--- src/rtl/bbt_pkg.sv ---
// Shared types and constants for the bistable-ring PUF evaluation controller.
package bbt_pkg;
  localparam int          BBT_CHAL_W        = 64;
  localparam logic [63:0] BBT_LFSR_TAPS     = 64'hD800_0000_0000_0000;
  localparam logic [63:0] BBT_ZERO_SEED_SUB = 64'h1;

  typedef enum logic [1:0] {IDLE, RST, SETTLE, OUT} bbt_state_e;
endpackage

--- src/rtl/bbt_lfsr.sv ---
// 64-bit Fibonacci challenge LFSR (x^64+x^63+x^61+x^60+1), shifting toward the MSB.
module bbt_lfsr
  import bbt_pkg::*;
#(
  parameter logic [BBT_CHAL_W-1:0] SEED = 64'h1
) (
  input  logic                  clk,
  input  logic                  rst,
  input  logic                  load,
  input  logic [BBT_CHAL_W-1:0] load_val,
  input  logic                  step,
  output logic [BBT_CHAL_W-1:0] state
);
  // An all-zero state would lock the LFSR, so a zero load is substituted.
  always_ff @(posedge clk or negedge rst) begin
    if (!rst)      state <= SEED;
    else if (load) state <= (load_val == '0) ? BBT_ZERO_SEED_SUB : load_val;
    else if (step) state <= {state[BBT_CHAL_W-2:0], ^(state & BBT_LFSR_TAPS)};
  end
endmodule

--- src/rtl/bbt_eval_ctrl.sv ---
// Evaluation controller for the bistable-ring PUF: reset/settle/sample sequencing and word packing.
// BBT_MAJORITY_VOTE_EN enables VOTES evaluations per bit with majority resolution.
module bbt_eval_ctrl
  import bbt_pkg::*;
#(
  parameter int                    RESP_W     = 32,
  parameter int                    VOTES      = 5,
  parameter int                    RST_CYC    = 4,
  parameter int                    SETTLE_CYC = 64,
  parameter logic [BBT_CHAL_W-1:0] LFSR_SEED  = 64'h1
) (
  input  logic                  clk,
  input  logic                  rst,
  input  logic                  start,
  input  logic                  seed_load,
  input  logic [BBT_CHAL_W-1:0] seed,
  input  logic                  p_bit,
  output logic [BBT_CHAL_W-1:0] ring_chal,
  output logic                  ring_rst,
  output logic                  busy,
  output logic                  resp_valid,
  input  logic                  resp_ready,
  output logic [RESP_W-1:0]     resp_data
);
  localparam int CW = $clog2(RST_CYC + SETTLE_CYC + 1);
  localparam int BW = $clog2(RESP_W + 1);

  bbt_state_e    state;
  logic [CW-1:0] cnt;
  logic [BW-1:0] bit_idx;
  logic [RESP_W-1:0] sr;
  logic          s1, s2;
  logic          settle_last, last_vote, bit_val;

  always_ff @(posedge clk or negedge rst) begin
    if (!rst) begin
      s1 <= 1'b0;
      s2 <= 1'b0;
    end else begin
      s1 <= p_bit;
      s2 <= s1;
    end
  end

  assign settle_last = (state == SETTLE) && (cnt == CW'(SETTLE_CYC - 1));

`ifdef BBT_MAJORITY_VOTE_EN
  logic [3:0] votes, ones, votes_nx, ones_nx;
  always_comb begin
    votes_nx  = votes + 4'd1;
    ones_nx   = ones + {3'b0, s2};
    last_vote = (votes_nx == 4'(VOTES));
    bit_val   = (ones_nx > 4'(VOTES / 2));
  end

  always_ff @(posedge clk or negedge rst) begin
    if (!rst) begin
      votes <= '0;
      ones  <= '0;
    end else if (settle_last) begin
      votes <= last_vote ? 4'd0 : votes_nx;
      ones  <= last_vote ? 4'd0 : ones_nx;
    end
  end
`else
  always_comb begin
    last_vote = 1'b1;
    bit_val   = s2;
  end
`endif

  bbt_lfsr #(.SEED(LFSR_SEED)) u_lfsr (
    .clk      (clk),
    .rst      (rst),
    .load     ((state == IDLE) && seed_load),
    .load_val (seed),
    .step     (settle_last && last_vote),
    .state    (ring_chal)
  );

  always_ff @(posedge clk or negedge rst) begin
    if (!rst) begin
      state   <= IDLE;
      cnt     <= '0;
      bit_idx <= '0;
      sr      <= '0;
    end else begin
      case (state)
        IDLE: if (start && !seed_load) begin
          state   <= RST;
          cnt     <= '0;
          bit_idx <= '0;
        end
        RST: begin
          if (cnt == CW'(RST_CYC - 1)) begin
            state <= SETTLE;
            cnt   <= '0;
          end else cnt <= cnt + 1'b1;
        end
        SETTLE: begin
          if (settle_last) begin
            cnt   <= '0;
            state <= RST;
            if (last_vote) begin
              for (int i = 0; i < RESP_W; i++)
                if (bit_idx == BW'(i)) sr[i] <= bit_val;
              bit_idx <= bit_idx + 1'b1;
              if (bit_idx == BW'(RESP_W - 1)) state <= OUT;
            end
          end else cnt <= cnt + 1'b1;
        end
        OUT: if (resp_ready) state <= IDLE;
        default: state <= IDLE;
      endcase
    end
  end

  assign ring_rst   = (state != SETTLE);
  assign busy       = (state != IDLE);
  assign resp_valid = (state == OUT);
  assign resp_data  = sr;
endmodule

--- config.mk ---
export PLATFORM = sky130hd
export DESIGN_NAME = bbt_eval_ctrl
export DESIGN_NICKNAME = d
export VERILOG_FILES = /design/src/rtl/bbt_pkg.sv /design/src/rtl/bbt_lfsr.sv /design/src/rtl/bbt_eval_ctrl.sv
export SDC_FILE = /design/constraint.sdc
export NUM_CORES = 1
export LEC_CHECK = 0
export ABC_AREA = 1
export CORE_ASPECT_RATIO = 1.25
export CORE_UTILIZATION = 45
export CTS_CLUSTER_SIZE = 12
export DETAILED_ROUTE_END_ITERATION = 10
export PLACE_DENSITY = 0.82
export SLEW_MARGIN = 20
export SYNTH_ARGS = -nofsm -noshare
export SYNTH_HDL_FRONTEND = slang
export SYNTH_SLANG_ARGS = --single-unit
--- constraint.sdc ---
create_clock -name clk -period 1.8 [get_ports clk]
set_input_delay 0.18 -clock clk [delete_from_list [all_inputs] [get_ports clk]]
set_output_delay 0.18 -clock clk [all_outputs]
set_load 0.03 [all_outputs]
## Word level (Yosys, flattened, before mapping)

Cells that the tools add are included.

- Register bits after elaboration: 113
- Bits in latches: 0
- Memory bits (writable): 0
- Bits in read-only memories: 0
- Bits of input ports: 70
- Output and inout port bits: 99
- Logic and storage cells: 144
- Memories: 0

- $add $sub $neg: 2
- $mul: 0
- Divide/modulo/power cells: 0
- Order comparisons: 0
- Eq/ne operators: 41
- Shift operators: 0
- Mux-type cells: 16
- Bitwise gates (word level): 0
- Reduce and logical (&&, ||, !) cells: 47

Operators with widths:

| operator | number |
|---|---|
| 2-to-1 mux 64 bit | 3 |
| AND reduction 3 bit | 33 |
| == test 6 x 5 -> 1 bit (second input constant) | 16 |
| zero test 64 bit | 1 |
| parity 64 bit | 1 |
| == test 6 x 4 -> 1 bit (second input constant) | 8 |
| == test 6 x 3 -> 1 bit (second input constant) | 4 |
| 2-to-1 mux 7 bit | 3 |
| one-hot mux 7 bit (3 select lines) | 1 |
| == test 6 x 2 -> 1 bit (second input constant) | 2 |
| 2-to-1 mux 6 bit | 2 |
| one-hot mux 6 bit (2 select lines) | 1 |
| 2-to-1 mux 2 bit | 5 |
| one-hot mux 2 bit (4 select lines) | 1 |
| adder 7 x 1 -> 7 bit (second input constant) | 1 |
| == test 7 x 2 -> 1 bit (second input constant) | 1 |
| == test 7 x 6 -> 1 bit (second input constant) | 1 |
| adder 6 x 1 -> 6 bit (second input constant) | 1 |
| == test 6 x 1 -> 1 bit (second input constant) | 1 |
| zero test 6 bit | 1 |
| != test 2 bit (second input constant) | 3 |
| nonzero test 2 bit | 3 |
| == test 2 bit (second input constant) | 2 |
| != test 2 x 1 -> 1 bit (second input constant) | 2 |
| other kinds (7) | 9 |

## Depth between registers and ports, before layout

- Depth in word-level cells: 4
- Mapped depth: 11
- Gate-level depth less buffers: 10

## Hierarchy

Synthesis repeated with hierarchy kept, for this count alone.

- Cells, all modules: 738
- Area, all modules: 6,237.2 sq um

Modules (own cells, without submodules):

| module | times used | cells each | area each (sq um) | seq. area each (sq um) |
|---|---|---|---|---|
| bbt_lfsr | 1 | 422 | 3,674.8 | 1,602.8 |
| bbt_eval_ctrl | 1 | 316 | 2,562.5 | 1,226.2 |

## Least setup slack after synthesis

OpenSTA, ideal clock, no wires.

- Kind: register -> register
- From: register state[0]
- To: register bit_idx[0]
- Library setup time: 127 ps
- Arrival time: 1,570 ps
- Required time: 1,673 ps
- Setup slack: 103 ps
- Stages on the path, launching flop included: 8
- Buffers on the path: 0
- Period minus slack after synthesis: 1,697 ps
- Cells stage by stage: dfrtp_1 > inv_1 > ha_1 > inv_1 > a21oi_1 > nand2_1 > inv_1 > o21ai_0

- Word-level cells in the longest chain between the ends: 4
- Elaborated cells between the ends (all ways): 8
- Those cells by class: eq/ne (3); mux (1); reduce/logical (4)

RTL lines:

| item | RTL line | text |
|---|---|---|
| from (decl) | bbt_eval_ctrl.sv:28 | `bbt_state_e state;` |
| from (signal assigned) | bbt_eval_ctrl.sv:83 | `state <= IDLE;` |
| from (signal assigned) | bbt_eval_ctrl.sv:90 | `state <= RST;` |
| from (signal assigned) | bbt_eval_ctrl.sv:96 | `state <= SETTLE;` |
| == test 2 bit | bbt_eval_ctrl.sv:45, bbt_eval_ctrl.sv:88 |  |
| logical AND 1 bit | bbt_eval_ctrl.sv:45 | `assign settle_last = (state == SETTLE) && (cnt == CW'(SETTLE_CYC - 1));` |
| != test 2 bit (no source line) | - |  |
| AND reduction 3 bit (no source line) | - |  |
| to (signal assigned) | bbt_eval_ctrl.sv:107 | `bit_idx <= bit_idx + 1'b1;` |
| to (decl) | bbt_eval_ctrl.sv:30 | `logic [BW-1:0] bit_idx;` |

Several ways; a longest one is shown, not always the timed one.
A chain may end at the register's enable or synchronous reset.

## Worst setup path in the final report

- From: register u_lfsr.state[60]
- To: output port ring_chal[60]

RTL lines:

| item | RTL line | text |
|---|---|---|
| from (decl) | bbt_lfsr.sv:12 | `output logic [BBT_CHAL_W-1:0] state` |
| from (signal assigned) | bbt_lfsr.sv:17 | `else if (load) state <= (load_val == '0) ? BBT_ZERO_SEED_SUB : load_val;` |
| from (signal assigned) | bbt_lfsr.sv:18 | `else if (step) state <= {state[BBT_CHAL_W-2:0], ^(state & BBT_LFSR_TAPS)};` |
| to (decl) | bbt_eval_ctrl.sv:18 | `output logic [BBT_CHAL_W-1:0] ring_chal,` |

No word-level cell between the ends.

==> metrics <==
worst path bufs/invs=1; type of origin of the critical path=flop; complex-gate fraction of the synthesized area=15.4%; Synthesized Nets=784; initial drt markers=308; Initial Util=46.6%; Reg clk slew, reported paths=0.06 ns; clk_skew=0.00883 ns; Routed WL per cell=15.7 um; width of the die=103 um; num rows=45; first-pass GRT wire length=27.0 mm; placed cell area=7570 um^2; Slowest-stage cell, CP=clkdlybuf4s50_1; CTS tree=done; crit path DAT=1.57 ns; share of layout cells above drive strength 1=7.73%; core area=12200 um^2; cell taking the most area after synthesis=dfrtp_1; DRC viols=0; CP peak stage delay=0.71 ns; vias in the first global route=5512; HP Class=in2reg; post-synth cell types=29; I/O Buffers=168; Synth area leaders=dfrtp_1, nor2_1, nand3_1; fin area=8250 um^2; Post-synth EDFFs=0; HPWL after DPL=11.4 mm; fin nets=947; top_reg_cell synth=dfrtp_1; CTS H-Tree Depth=4; Setup CP Type=reg2out; Remaining Overflow, GRT=0; RSZ-0062 raised after global routing=true; max-cap check violation count=0; mux cell area share after synthesis=0%; Post-Synthesis Mean Instance Area=8.09 um^2; Leak=3.37 nW; endpoints failing setup=0; Crit path max-delay family=buffers and inverters; Slew HR=64.1%; async set or reset register ratio after synthesis=100%; CP endpoint kind=output port; CTS Buf Count=17; fin crit period=1.75 ns; Seq/Total Area, Yosys=49.6%; Setup TNS=0 ns; pin count of the biggest net entering global routing=67; critical path peak fanout=5; largest family of logic cells by synthesized area=simple AND/OR/NAND/NOR gates; status=finished clean; CP cell instances=clkdlybuf4s50_1; Hold Crit Start=p_bit; Synth Area in Adders=2.20%; GPL Wtd Cong=0.814; critical path required time=1.62 ns; # IOs=169; Synth Warn #=0; CP startpoint=u_lfsr.state[60]$_DFFE_PN0P_; Post-Route WL=16.4 mm; pwr dens=1660 nW/um^2; Fin. Hold Viols=0; Antenna Cells=0; root buffer cell=clkbuf_16; FMAX=571 MHz; die area=13100 um^2; clock sink count=113; clock buffer depth=2; Layout fillers=1005; post-synthesis xor/xnor area fraction=1.54%; simple-gate share of the synthesized area=25.3%; drt pass-1 iters=5; vias per inst=5.43; Final Slew Violations=0; via count=5670; share of the synthesized area in the top cell type=49.2%; area of the multi-input gates=2580 um^2; fin crit share=97.3%; GRT Util Overall=26.6%; ANT nets after route=0; clk_lat worst skew=0.41 ns; FF-to-FF Start=state[1]$_DFFE_PN0P_; Setup Buffers After CTS=0; Worst Tran Pin Value=0.537 ns; initial antenna violation count=0; Max VDD drop=1.08 mV; Post-Syn Instances=704; Layout area overhead=44.8%; cell area after synthesis=5700 um^2; register area=2830 um^2; register bit total from synthesis=113; die height=128 um
## worst reg2reg max path: stages, from the launching register on
cell	delay (ns)
dfrtp_1	0.42
inv_1	0.17
ha_4	0.19
inv_1	0.10
o21ai_4	0.19
inv_1	0.07
nand2_1	0.14
nor2_1	0.09
xnor2_1	0.14
nor2_1	0.05
## kinds of logic (layout without fill, tap and decap cells)
family                     after synthesis  in the layout
buffers and inverters                   69            245
xor gates and xnor gates                10             10
AOI/OAI and AO/OA                      174            174
adders and majority gates               10             10
DFF                                    113            113
and+or+nand+nor                        328            328
## synthesized netlist by cell type (2+ instances only)
cell and n:
a21oi_1 69, buf_2 4, buf_4 6, buf_6 6, clkbuf_1 28, dfrtp_1 112, ha_1 10, inv_1 23
nand2_1 79, nand2_4 2, nand3_1 85, nand4_1 20, nor2_1 132, nor3_1 4, o21ai_0 54, o21ai_1 48
o31ai_1 2, xnor2_1 5, xor2_1 5
## power breakdown
group / internal, W / leakage (nW) / switching (W) / total (W)
Combinational: 0.00239 / 1.63 / 0.00369 / 0.00608
Sequential: 0.00335 / 1.43 / 0.000707 / 0.00406
Clock: 0.00242 / 0.310 / 0.00115 / 0.00356
## final cells by class
cell class	count	area share, %
Multi-Input combinational cell	522	31.3
Clock buffer	22	5.75
Tap cell	164	2.49
Clock inverter	10	1.90
Inverter	25	1.15
Timing Repair Buffer	188	23.2
Sequential cell	113	34.3
## routing by layer
metal  vias up  track usage (%)  part of all wire (%)
met5         -                0                     0
met4         0             10.1                   2.3
met3        31             8.89                   8.6
met2       242             43.9                    50
met1      2683             31.9                    39
li1       2714                -                     -
## state kept, by name, summed over array words and instances, names as in the netlist
signal,cells
state,2
cnt,7
u_lfsr.state,64
resp_data,32
s1,1
bit_idx,6
bit_val,1
## stage by stage
stage                     total power, W  cells  utilization [%]  setup WS [ns]  hold WS [ns]
after CTS                         0.0137   1044             67.2         0.0378         0.208
after floorplan                  0.00746    704                -          0.103        -0.116
after detailed placement          0.0100   1011             61.9         0.0674         0.157
after global placement           0.00995   1011             61.9          0.128         0.157
after global routing              0.0144   1044             67.5        0.00176         0.213
final                             0.0137   1044             67.5         0.0487         0.216
## path summary, 6_finish.rpt
path	end	slack, ns	cells after the start
setup / recovery	ring_chal[60]	0.05	1
hold / removal	s1$_DFF_PN0_	0.22	1
setup reg to reg	cnt[3]$_DFFE_PN0P_	0.10	9
hold reg to reg	bit_val$_DFF_PN0_	0.35	0
max in group asynchronous	u_lfsr.state[0]$_DFFE_PN1P_	0.87	3
min in group asynchronous	resp_data[22]$_DFFE_PN0P_	0.27	2
## layout by cell type, fill, tap and decap left out, types with 2 or more instances in the layout
master           Yosys  layout
a21oi_1             69      67
nor3_1               4       4
buf_4                6      14
clkdlybuf4s50_1      0     162
ha_4                 0       2
nand2_1             79      78
inv_1               23      23
dlygate4sd2_1        0       2
clkbuf_16            0      17
clkinv_2             1       5
bufinv_16            0       4
clkbuf_1            28       2
ha_1                10       8
xor2_1               5       5
nor2_1             132     132
buf_12               0       7
nand4_1             20      20
nand2_4              2       2
o21ai_0             54      54
clkbuf_8             0       3
o31ai_1              2       2
o21ai_1             48      48
a21oi_2              0       2
nand2_2              1       2
xnor2_1              5       5
dfrtp_1            112     112
nand3_1             85      85
## repair_timing
item                                    CTS  global route
hold buffers                              1             0
hold endpoints to repair                 32             0
resized for setup                         2             8
endpoints found under the setup margin    2            23
(Power assumes the default switching activity.)
==> RTL edit 1 (same flow settings) <==
`BBT_CHAL_W`: 64 -> 56.
--- a/src/rtl/bbt_pkg.sv
+++ b/src/rtl/bbt_pkg.sv
@@ -2,3 +2,3 @@
 package bbt_pkg;
-  localparam int          BBT_CHAL_W        = 64;
+  localparam int          BBT_CHAL_W        = 56;
   localparam logic [63:0] BBT_LFSR_TAPS     = 64'hD800_0000_0000_0000;
Interface: changed (resized ring_chal and seed); port bits go from 169 to 153. No check against the original RTL was run, so the function may have changed too.
==> RTL edit 1 against the unedited design <==
  * Final cell count is 5.4% higher
  * Global-route usage shrank 3.1 points
  * Setup slack worse by 0.018 ns
  * Count of clock-buffer cells in the layout decreased by 13
  * Sequential cell count is 8 lower
  * Register-to-register slack got worse by 0.07 ns
  * Sequential power is 18% lower
  * Routed wire length decreased by 4.6%
  * Final area shrank 2.7%
  * Worst hold slack improved by 0.059 ns
  * Synthesized cell count rose by 9.2%
  * Area after synthesis increased by 0.59%
  * Power fell by 25%
  * Largest power group unchanged
==> RTL edit 1: results <==
metrics = {
    "global_route": {
        "grt_max_degree": 60,
        "grt_pass1_vias": 5108,
        "grt_use_met3_pct": 5.56,
        "grt_use_met1_pct": 29.4,
        "gr-usage-met2_pct": 40.2,
        "grtUsageTotal_pct": 23.5,
        "grt_pass1_wl_microns": 24300,
    },
    "pwr": {
        "p_int_w": 0.00597,
        "vdd_drop_max_v": 0.000689,
        "power_leakage_nw": 3.90,
        "p_switching_w": 0.00433,
        "power_frac_comb_pct": 47.3,
    },
    "clock_tree": {
        "cts_buffers": 9,
    },
    "detailed_routing": {
        "num_vias": 5537,
        "drt_iter0_drc": 271,
        "routed_wl_microns": 15700,
    },
    "yosys": {
        "synthXorXnorAreaFrac_pct": 0.917,
        "yosys.area_share.adder_pct": 2.18,
        "synthTopCellsByCount": "nand2_1 (353), dfrtp_1 (104), nand3_1 (77)",
        "synth_seq_area_share_pct": 45.9,
        "yosys-top-cells-area": "dfrtp_1 (45%), nand2_1 (23%), nand3_1 (6.7%)",
        "syn_nets": 841,
    },
    "worst_setup_path": {
        "arrival_ns": 2.00,
        "critPathSlowestCell": "dfrtp_1",
        "critPathLaunch": "cnt[0]$_DFFE_PN0P_",
        "cp_max_fo": 17,
        "critPathMaxStageDelay_ns": 0.36,
        "critical_path.top_delay_family": "simple AND/OR/NAND/NOR gates",
        "r2r_start": "cnt[0]$_DFFE_PN0P_",
    },
    "run_status": {
        "status": "completed",
    },
    "sta": {
        "fin_ws_ns": 0.0309,
        "worstMarginPinSlew_ns": 0.514,
        "skew_ns": 0.0106,
    },
    "layout": {
        "largest_reg_flops": 56,
        "drive_gt1_share_pct": 10.3,
    },
    "place": {
        "dpl.hpwl_microns": 10400,
    },
}
-- RTL edit 1: per-layer routing --
layer	part of all wire [%]	routed length [microns]
met1	41	6350
met2	51	7930
met3	7.3	1140
met4	1.6	245
met5	0	0
-- RTL edit 1: final cells by class --
| cell class | count | area [sq um] | share of cell area [%] |
|---|---|---|---|
| sequential | 105 | 2630 | 32.7 |
| timing repair inverter | 1 | 8.76 | 0.109 |
| multi-input combinational | 593 | 2760 | 34.4 |
| timing repair buffer | 188 | 1960 | 24.4 |
| clock inverter | 7 | 98.8 | 1.23 |
| clock buffer | 9 | 225 | 2.81 |
| tap | 164 | 205 | 2.56 |
| inverter | 33 | 140 | 1.75 |
-- RTL edit 1: through the flow --
step	area, sq um	TNS (ns)	instances
2_1_floorplan	5740	0	769
3_3_place_gp	7480	0	1067
6_report	8030	0	1100
5_1_grt	8030	-2.65	1100
3_5_place_dp	7480	0	1067
4_1_cts	7820	-0.0227	1084
==> RTL edit 2 (same settings) <==
Made on the original files. One comparison of `bit_idx` changes from == to >=.
--- a/src/rtl/bbt_eval_ctrl.sv
+++ b/src/rtl/bbt_eval_ctrl.sv
@@ -107,3 +107,3 @@
               bit_idx <= bit_idx + 1'b1;
-              if (bit_idx == BW'(RESP_W - 1)) state <= OUT;
+              if (bit_idx >= BW'(RESP_W - 1)) state <= OUT;
             end
Function: same outputs for any inputs over 4 cycles, from zero or initial values and one cycle with rst low; that may be too few to reach the edited logic, so the function may still have changed.
==> RTL edit 2 against the unedited design <==
  * Final area grew 0.67%
  * Die area down 0.41%
  * Sequential cell count did not move
  * Non-clock buffer count increased by 6
  * Core utilization up 0.45 points
  * Area after synthesis down 0.42%
  * Register-to-register slack better by 0.02 ns
  * Critical path type unchanged
  * Routed wire length up 4.2%
  * Setup slack worse by 0.017 ns
  * Power rose by 2.6%
  * Clock power is 3% higher
==> RTL edit 2: results <==
metrics = {
    "run_status": {
        "status": "completed",
    },
    "detailed_routing": {
        "route.met3.wl_microns": 1420,
        "met1_length_microns": 6720,
        "dr_wl_met2_microns": 8620,
        "num_vias": 5748,
        "routed_via_density": 5.41,
        "dr.pass1.iters": 6,
        "wl_per_cell_microns": 16.1,
        "drt_iter0_drc": 294,
    },
    "place": {
        "dpl.hpwl_microns": 11600,
        "dpl_worst_slack_ns": 0.0288,
        "dpl.cell_count": 1025,
        "place_area_sq_um": 7560,
    },
    "global_route": {
        "grt_pass1_wl_microns": 27300,
        "gr-usage-met2_pct": 43.9,
        "grt_use_met3_pct": 10.0,
        "grt_max_degree": 64,
        "antenna_found_initial": 0,
        "grtUsageTotal_pct": 27.1,
    },
    "worst_setup_path": {
        "r2r_start": "state[0]$_DFFE_PN0P_",
        "arrival_ns": 1.59,
        "critPathLaunch": "state[0]$_DFFE_PN0P_",
        "rr_worst_depth": 7,
        "rr_endpoint": "u_lfsr.state[61]$_DFFE_PN0P_",
        "cp_max_fo": 6,
        "setup.worst_path.end": "ring_rst",
        "reg2reg_slack_ns": 0.12,
        "critPathMaxStageDelay_ns": 0.37,
    },
    "pwr": {
        "power_leakage_nw": 3.43,
        "vdd_drop_max_v": 0.00118,
        "swShare_pct": 41.3,
    },
    "yosys": {
        "avgSynthCellArea_sq_um": 7.92,
        "synthTopCellsByCount": "nor2_1 (127), dfrtp_1 (112), nand3_1 (106)",
        "synth_seq_area_share_pct": 49.9,
        "synthXorXnorAreaFrac_pct": 1.23,
        "syn_nets": 796,
        "yosys-top-cells-area": "dfrtp_1 (49%), nand3_1 (9.3%), nor2_1 (8.4%)",
        "ys_types": 24,
        "synth_compound_area_share_pct": 15.9,
        "yosys.area_share.adder_pct": 2.21,
    },
    "clock_tree": {
        "cts_resized": 6,
        "h-tree-depth": 4,
        "path_clk_slew_ns": 0.05,
        "clk_latency_ns": 0.42,
    },
    "layout": {
        "final_nets": 965,
        "drive_gt1_share_pct": 8.46,
    },
    "sta": {
        "skew_ns": 0.0108,
        "worstMarginPinSlew_ns": 0.698,
        "hold_ws_ns": 0.208,
        "max_freq_mhz": 566,
    },
}
[RTL edit 2: cell types whose count changed in the layout (fill, tap and decap cells not counted), moves of 4 or more]
cell        before  now
clkinv_2         5    1
clkinvlp_4       1    5
inv_1           23   27
nand2_1         78   90
nand3_1         85  106
nand4_1         20    1
nor2_1         132  127
o21ai_0         54   21
o21ai_1         48   81
[RTL edit 2: power groups by stage]
stage | registers [W] | logic (W) | clock network, W
3_3_place_gp | 0.00411 | 0.00607 | 0
2_1_floorplan | 0.00546 | 0.00218 | 0
5_1_grt | 0.00422 | 0.00677 | 0.00381
6_report | 0.00411 | 0.00629 | 0.00366
4_1_cts | 0.00410 | 0.00618 | 0.00368
3_5_place_dp | 0.00412 | 0.00615 | 0
[RTL edit 2: final cells by class]
type	count	area, sq um
well taps	164	205
inverters	28	108
repair buffers	194	1960
flip-flops and latches	113	2830
clock buffers	20	467
clock inverters	12	180
multi-input cells	531	2560
fillers	1001	3910
